File: src/rtl/xdma_pkg.sv
// Shared XDMA types and constants: request / AW / W descriptors, address,
// length and id types, and the AXI constants used by the burst splitter.
package xdma_pkg;

  localparam int unsigned AddrWidth      = 48;
  localparam int unsigned DMALengthWidth = 32;
  localparam int unsigned IdWidth        = 8;

  // One AXI data beat carries 64 bytes; bursts are always INCR.
  localparam int unsigned AxiBeatBytes = 64;
  localparam logic [1:0]  AxiBurstIncr = 2'b01;
  localparam logic [2:0]  AxiSize64B   = 3'd6;
  localparam logic [3:0]  AxiCacheMod  = 4'b0011;

  typedef logic [AddrWidth-1:0]      addr_t;
  typedef logic [DMALengthWidth-1:0] len_t;
  typedef logic [IdWidth-1:0]        id_t;

  // Beats in one burst: 1..256, so nine bits.
  typedef logic [8:0] beats_t;

  // remote_addr is in bytes, dma_length is in 64-byte beats.
  typedef struct packed {
    id_t   dma_id;
    addr_t remote_addr;
    len_t  dma_length;
  } xdma_req_desc_t;

  typedef struct packed {
    id_t        id;
    addr_t      addr;
    logic [7:0] len;
    logic [2:0] size;
    logic [1:0] burst;
    logic [3:0] cache;
  } xdma_req_aw_desc_t;

  typedef struct packed {
    logic [7:0] num_beats;
    logic       is_single;
    logic       is_write_data;
  } xdma_req_w_desc_t;

endpackage

File: src/rtl/xdma_burst_len_calc.sv
// Combinational beat count for the next burst: the smallest of the beats
// still to send, the burst cap, and the beats left before the next address
// boundary. The address is assumed 64-byte aligned.
module xdma_burst_len_calc
  import xdma_pkg::*;
#(
  parameter int unsigned MaxBurstBeats = 64,
  parameter int unsigned BoundaryBytes = 4096
) (
  input  addr_t  addr,
  input  len_t   remaining,
  output beats_t beats
);

  localparam int unsigned BndBits   = $clog2(BoundaryBytes);
  localparam int unsigned BeatShift = $clog2(AxiBeatBytes);
  localparam logic [31:0] MaxBeats  = 32'(MaxBurstBeats);

  logic [31:0] bnd_off;
  logic [31:0] bnd_beats;
  logic [31:0] cap;

  // Clamp the burst to the boundary, the burst cap and the remaining length.
  always_comb begin
    bnd_off   = 32'(addr[BndBits-1:0]);
    bnd_beats = (32'(BoundaryBytes) - bnd_off) >> BeatShift;
    cap       = (bnd_beats < MaxBeats) ? bnd_beats : MaxBeats;
    beats     = (remaining < cap) ? 9'(remaining) : 9'(cap);
  end

endmodule

File: src/rtl/xdma_burst_splitter.sv
// Splits one XDMA write request into AXI bursts that never exceed
// MaxBurstBeats and never cross a BoundaryBytes address boundary. Each burst
// is offered as an AW descriptor and a W descriptor; the two streams
// handshake independently and the next burst is issued once both have.
//
// Handshakes: a transfer happens on a rising clock edge where valid and
// ready are both 1. Valid never depends on ready, and while valid is high
// and not yet accepted the descriptor is held stable. After a stream has
// accepted the current burst its valid stays low until the next burst.
//
// Optional: define XDMA_BURST_SPLITTER_PERF_CNT_EN to add burst_cnt_o, a
// wrapping 32-bit count of completed bursts.
module xdma_burst_splitter
  import xdma_pkg::*;
#(
  parameter int unsigned MaxBurstBeats = 64,
  parameter int unsigned BoundaryBytes = 4096
) (
  input  logic              clk_i,
  input  logic              rst_i,
  input  xdma_req_desc_t    desc_i,
  input  logic              desc_valid_i,
  output logic              desc_ready_o,
  output xdma_req_aw_desc_t aw_desc_o,
  output logic              aw_valid_o,
  input  logic              aw_ready_i,
  output xdma_req_w_desc_t  w_desc_o,
  output logic              w_valid_o,
  input  logic              w_ready_i,
  output logic              busy_o,
  output logic              done_o
`ifdef XDMA_BURST_SPLITTER_PERF_CNT_EN
  ,
  output logic [31:0]       burst_cnt_o
`endif
);

  localparam logic [0:0] StIdle  = 1'b0;
  localparam logic [0:0] StIssue = 1'b1;

  localparam int unsigned BeatShift = $clog2(AxiBeatBytes);

  logic [0:0] state;
  id_t        cur_id;
  addr_t      cur_addr;
  len_t       remaining;
  logic       aw_done;
  logic       w_done;
  beats_t     beats;

  logic       in_issue;
  logic       aw_hs;
  logic       w_hs;
  logic       burst_fin;
  logic       last_burst;

  xdma_burst_len_calc #(
    .MaxBurstBeats (MaxBurstBeats),
    .BoundaryBytes (BoundaryBytes)
  ) u_len_calc (
    .addr      (cur_addr),
    .remaining (remaining),
    .beats     (beats)
  );

  // Handshake decode and descriptor build; all outputs come from registers
  // so they stay stable while a burst waits for its consumers.
  always_comb begin
    in_issue     = (state == StIssue);
    desc_ready_o = (state == StIdle);
    busy_o       = in_issue;
    aw_valid_o   = in_issue && !aw_done;
    w_valid_o    = in_issue && !w_done;
    aw_hs        = aw_valid_o && aw_ready_i;
    w_hs         = w_valid_o && w_ready_i;
    burst_fin    = in_issue && (aw_done || aw_hs) && (w_done || w_hs);
    last_burst   = (remaining == len_t'(beats));

    aw_desc_o       = '0;
    aw_desc_o.id    = cur_id;
    aw_desc_o.addr  = cur_addr;
    aw_desc_o.len   = 8'(beats - 9'd1);
    aw_desc_o.size  = AxiSize64B;
    aw_desc_o.burst = AxiBurstIncr;
    aw_desc_o.cache = AxiCacheMod;

    w_desc_o               = '0;
    w_desc_o.num_beats     = 8'(beats - 9'd1);
    w_desc_o.is_single     = (beats == 9'd1);
    w_desc_o.is_write_data = 1'b1;
  end

  // Request latch, burst sequencing and the done pulse.
  always_ff @(posedge clk_i or posedge rst_i) begin
    if (rst_i) begin
      state     <= StIdle;
      cur_id    <= '0;
      cur_addr  <= '0;
      remaining <= '0;
      aw_done   <= 1'b0;
      w_done    <= 1'b0;
      done_o    <= 1'b0;
    end else begin
      done_o <= 1'b0;
      if (state == StIdle) begin
        if (desc_valid_i) begin
          cur_id    <= desc_i.dma_id;
          cur_addr  <= desc_i.remote_addr & ~addr_t'(AxiBeatBytes - 1);
          remaining <= desc_i.dma_length;
          aw_done   <= 1'b0;
          w_done    <= 1'b0;
          // A zero-length request completes without issuing anything.
          if (desc_i.dma_length == '0) begin
            done_o <= 1'b1;
          end else begin
            state <= StIssue;
          end
        end
      end else begin
        if (burst_fin) begin
          // beats never exceeds remaining, so the subtraction cannot wrap.
          cur_addr  <= cur_addr + (addr_t'(beats) << BeatShift);
          remaining <= remaining - len_t'(beats);
          aw_done   <= 1'b0;
          w_done    <= 1'b0;
          if (last_burst) begin
            state  <= StIdle;
            done_o <= 1'b1;
          end
        end else begin
          if (aw_hs) aw_done <= 1'b1;
          if (w_hs)  w_done  <= 1'b1;
        end
      end
    end
  end

`ifdef XDMA_BURST_SPLITTER_PERF_CNT_EN
  // Completed-burst counter, wraps naturally at 2^32.
  always_ff @(posedge clk_i or posedge rst_i) begin
    if (rst_i) begin
      burst_cnt_o <= '0;
    end else if (burst_fin) begin
      burst_cnt_o <= burst_cnt_o + 32'd1;
    end
  end
`endif

endmodule

File: config.mk
export PLATFORM = sky130hd
export DESIGN_NAME = xdma_burst_splitter
export DESIGN_NICKNAME = d
export VERILOG_FILES = /design/src/rtl/xdma_pkg.sv /design/src/rtl/xdma_burst_len_calc.sv /design/src/rtl/xdma_burst_splitter.sv
export SDC_FILE = /design/constraint.sdc
export NUM_CORES = 1
export LEC_CHECK = 0
export ABC_AREA = 1
export CORE_AREA = 2 2 228 118
export CTS_BUF_LIST = sky130_fd_sc_hd__clkbuf_8 sky130_fd_sc_hd__clkbuf_16
export DETAILED_ROUTE_END_ITERATION = 8
export DIE_AREA = 0 0 230 120
export SYNTH_ARGS = -nofsm -noshare
export SYNTH_HDL_FRONTEND = slang
export SYNTH_HIERARCHICAL = 1
export SYNTH_SLANG_ARGS = --single-unit
File: constraint.sdc
create_clock -name clk_i -period 3.9 [get_ports clk_i]
set_clock_uncertainty 0.1 [all_clocks]
set_input_delay 0.78 -clock clk_i [delete_from_list [all_inputs] [get_ports clk_i]]
set_output_delay 0.78 -clock clk_i [all_outputs]
set_load 0.01 [all_outputs]
==> impl_metrics.json <==
{
  "period_needed_ns": 4.34,
  "die_w_um": 230,
  "worstPathMaxFanout": 7,
  "placed_cells": 1946,
  "synth-edff-count": 0,
  "ir_drop_mv": 0.249,
  "power_density_nw_per_um2": 820,
  "start_util_pct": 31.4,
  "hold_violations": 0,
  "post-route-period-util_pct": 111,
  "first_pass_iters": 6,
  "antenna_left": 0,
  "final-seq-area_um2": 2160,
  "multi_input_area_um2": 5840,
  "synthArstFlopShare_pct": 100,
  "p_leak_nw": 5.81,
  "numPortBuffers": 158,
  "antenna_found_initial": 1,
  "stdcell_count": 1981,
  "clkLatencyLatePin_ns": 0.37,
  "synth.avg_cell_area_um2": 5.90,
  "cap_viol_max_count": 0,
  "fp.dieArea_um2": 27600,
  "yosys.area.top_type": "dfrtp_1",
  "hold_class": "flip-flop to flip-flop",
  "yosysMostFrequentCell": "nand2_1",
  "finalMaxSlewViolations": 0,
  "setup_ws_ns": -0.436,
  "cts_tree": "built",
  "core_area_um2": 25700,
  "synth_top_area_share_pct": 26.6,
  "cts_hold_buf": 0,
  "drcViolationCount": 0,
  "yosysWarnings": 6,
  "grt_max_degree": 96,
  "fin_nets": 1744,
  "row_count": 42,
  "max_freq_mhz": 231,
  "grt_overflow_total": 0,
  "arrival_ns": 3.46,
  "cts_sinks": 86,
  "track_usage_pct": 24.4,
  "synth_cell_types": 44,
  "seq_area_frac_synth_pct": 26.6,
  "die_h_um": 120,
  "vias_per_cell": 4.95,
  "gp_congestion": 0.996,
  "rsz0062_at_grt": "yes",
  "numCtsBuffers": 9,
  "worstSetupStartpointType": "flip-flop",
  "drt-initial-drc-count": 912,
  "synthToLayoutAreaGrowth_pct": 47.2,
  "timing_worst_setup_path_type": "flip-flop to output port",
  "status": "finished with violations",
  "drt-wirelength-per-cell_um": 17.1,
  "hpwl_um": 26000,
  "cts.clk_slew.worst_paths_ns": 0.07,
  "totalNegativeSetupSlack_ns": -9.49,
  "ys_top_cells_by_count": "462 x nand2_1, 198 x nor2_1, 171 x inv_1, 131 x nand3_1, 86 x dfrtp_1",
  "wirelength_um": 33900,
  "tightest_slew_ns": 0.862,
  "synthesis.area_um2": 8090,
  "htreeDepth": 3,
  "slew_headroom_pct": 42.5,
  "ys_ff_latch": 86,
  "synthTopCellsByArea": "dfrtp_1 27%, nand2_1 21%, nor2_1 9.2%",
  "required_ns": 3.02,
  "drive_gt1_share_pct": 20.5,
  "routed-via-count": 9807,
  "cts_root_buf": "clkbuf_16",
  "boundaryPins": 181,
  "setup_viol_count_final": 70,
  "clockBufferDepth": 2,
  "endpoint_kind": "output port",
  "syn_inst": 1371,
  "violations": "setup timing",
  "ys_dominant_reg_cell": "dfrtp_1",
  "grt_pass1_vias": 8955,
  "grt_pass1_wl_um": 51400,
  "fillers": 2647
}
-- repair_timing --
| action | in CTS | in global routing |
|---|---|---|
| cloned | 1 | 0 |
| pin swaps | 46 | 44 |
| setup endpoints to repair | 85 | 90 |
| setup buffers | 12 | 6 |
| gates resized for setup | 202 | 87 |
-- final timing paths --
kind	from	end	slack, ns	cells after the start
setup / recovery	cur_addr[6]	aw_desc_o[14]	-0.44	24
hold / removal	cur_id[6]	cur_id[6]	0.41	1
setup reg to reg	cur_addr[6]	cur_addr[34]	-0.28	31
hold reg to reg	cur_id[6]	cur_id[6]	0.41	1
max in group asynchronous	rst_i	cur_addr[8]	2.25	3
min in group asynchronous	rst_i	cur_addr[47]	0.70	2
-- layout make-up --
class	count	share of cell area (%)
Antenna cell	1	0.0210
Clock buffer	11	2.12
Clock inverter	5	0.420
Inverter	174	5.59
Multi-Input combinational cell	1076	49.1
Sequential cell	86	18.1
Tap cell	352	3.70
Timing Repair Buffer	276	21.0
-- power breakdown --
group | leakage, nW | switching (mW) | internal, mW | total [mW]
sequential | 1.02 | 0.605 | 1.30 | 1.91
combinational | 4.63 | 3.81 | 3.11 | 6.93
clock | 0.154 | 0.405 | 0.526 | 0.931
-- cells in the final DEF, fill, tap and decap left out, types with 5 or more instances in the layout --
| cell type | synthesis | final |
|---|---|---|
| o211ai_1 | 5 | 5 |
| ha_1 | 26 | 9 |
| nand3b_1 | 6 | 6 |
| inv_1 | 171 | 162 |
| buf_6 | 0 | 14 |
| nor2_4 | 3 | 11 |
| clkdlybuf4s50_1 | 0 | 141 |
| nor4_1 | 11 | 9 |
| ha_4 | 0 | 14 |
| nand3_2 | 0 | 19 |
| nor2_1 | 198 | 185 |
| nand4_1 | 25 | 25 |
| a21oi_1 | 69 | 63 |
| nand2_2 | 3 | 45 |
| conb_1 | 3 | 30 |
| a21oi_2 | 1 | 5 |
| dfrtp_1 | 86 | 85 |
| o21ai_0 | 41 | 25 |
| nand2_1 | 462 | 401 |
| nor2_2 | 3 | 8 |
| o21ai_1 | 1 | 15 |
| or2_2 | 8 | 7 |
| clkbuf_16 | 0 | 9 |
| nand3_1 | 131 | 106 |
| nand3_4 | 0 | 6 |
| inv_2 | 3 | 9 |
| nand2_4 | 2 | 21 |
| mux2_2 | 8 | 8 |
| buf_4 | 28 | 100 |
| buf_2 | 16 | 15 |
-- metrics by stage --
| stage | cell area, um2 | util, % | hold WS [ns] | setup slack [ns] | power, mW |
|---|---|---|---|---|---|
| 2_1_floorplan | 8200 | - | 0.379 | -0.0699 | 4.89 |
| 4_1_cts | 11600 | 44.9 | 0.414 | -0.465 | 9.23 |
| 6_report | 11900 | 46.2 | 0.412 | -0.436 | 9.77 |
| 3_5_place_dp | 10700 | 41.5 | 0.399 | -0.550 | 7.62 |
| 3_3_place_gp | 10700 | 41.5 | 0.389 | -0.436 | 7.55 |
| 5_1_grt | 11900 | 46.2 | 0.437 | -0.638 | 10.5 |
-- routing by layer --
metal	vias to the layer above	global-route usage (%)	wire (um)
met5	-	0	0
met1	4595	37.3	16700
li1	4794	-	-
met3	23	10.1	4150
met2	395	31.2	12600
met4	0	4.64	404
-- flip-flops by register name, indices dropped and copies added, names as in the netlist --
register / flops
remaining: 32
done_o: 1
cur_id: 8
w_done: 1
cur_addr: 42
busy_o: 1
aw_done: 1
-- worst max-delay path, stage by stage, from the launching register on --
cell       delay [ns]
dfrtp_1          0.37
inv_1            0.05
nand2_1          0.05
nor2_2           0.11
nand2_2          0.07
nor2_4           0.12
nand2_4          0.07
nor2_4           0.13
nand2_2          0.07
nand2_2          0.09
nand2_4          0.06
ha_4             0.22
a21oi_4          0.14
o2111ai_2        0.15
nor2_4           0.16
buf_6            0.13
nand2_8          0.08
nand2_2          0.09
nand2_4          0.06
buf_6            0.13
nor2_1           0.11
nand2_1          0.11
o31ai_1          0.22
nand2_1          0.10
buf_2            0.15
-- kinds of logic (layout without fill, tap and decap cells) --
family / Yosys count / after routing / share of synthesized area (%)
flops: 86 / 86 / 26.6
buf+inv: 237 / 466 / 12.6
simple gates: 863 / 864 / 44.7
other cells: 3 / 31 / 0.139
mux: 8 / 8 / 1.11
xor+xnor: 10 / 10 / 1.08
fa+ha+maj: 28 / 28 / 4.52
compound gates: 136 / 136 / 9.24
Power figures use the tool's default switching activity.
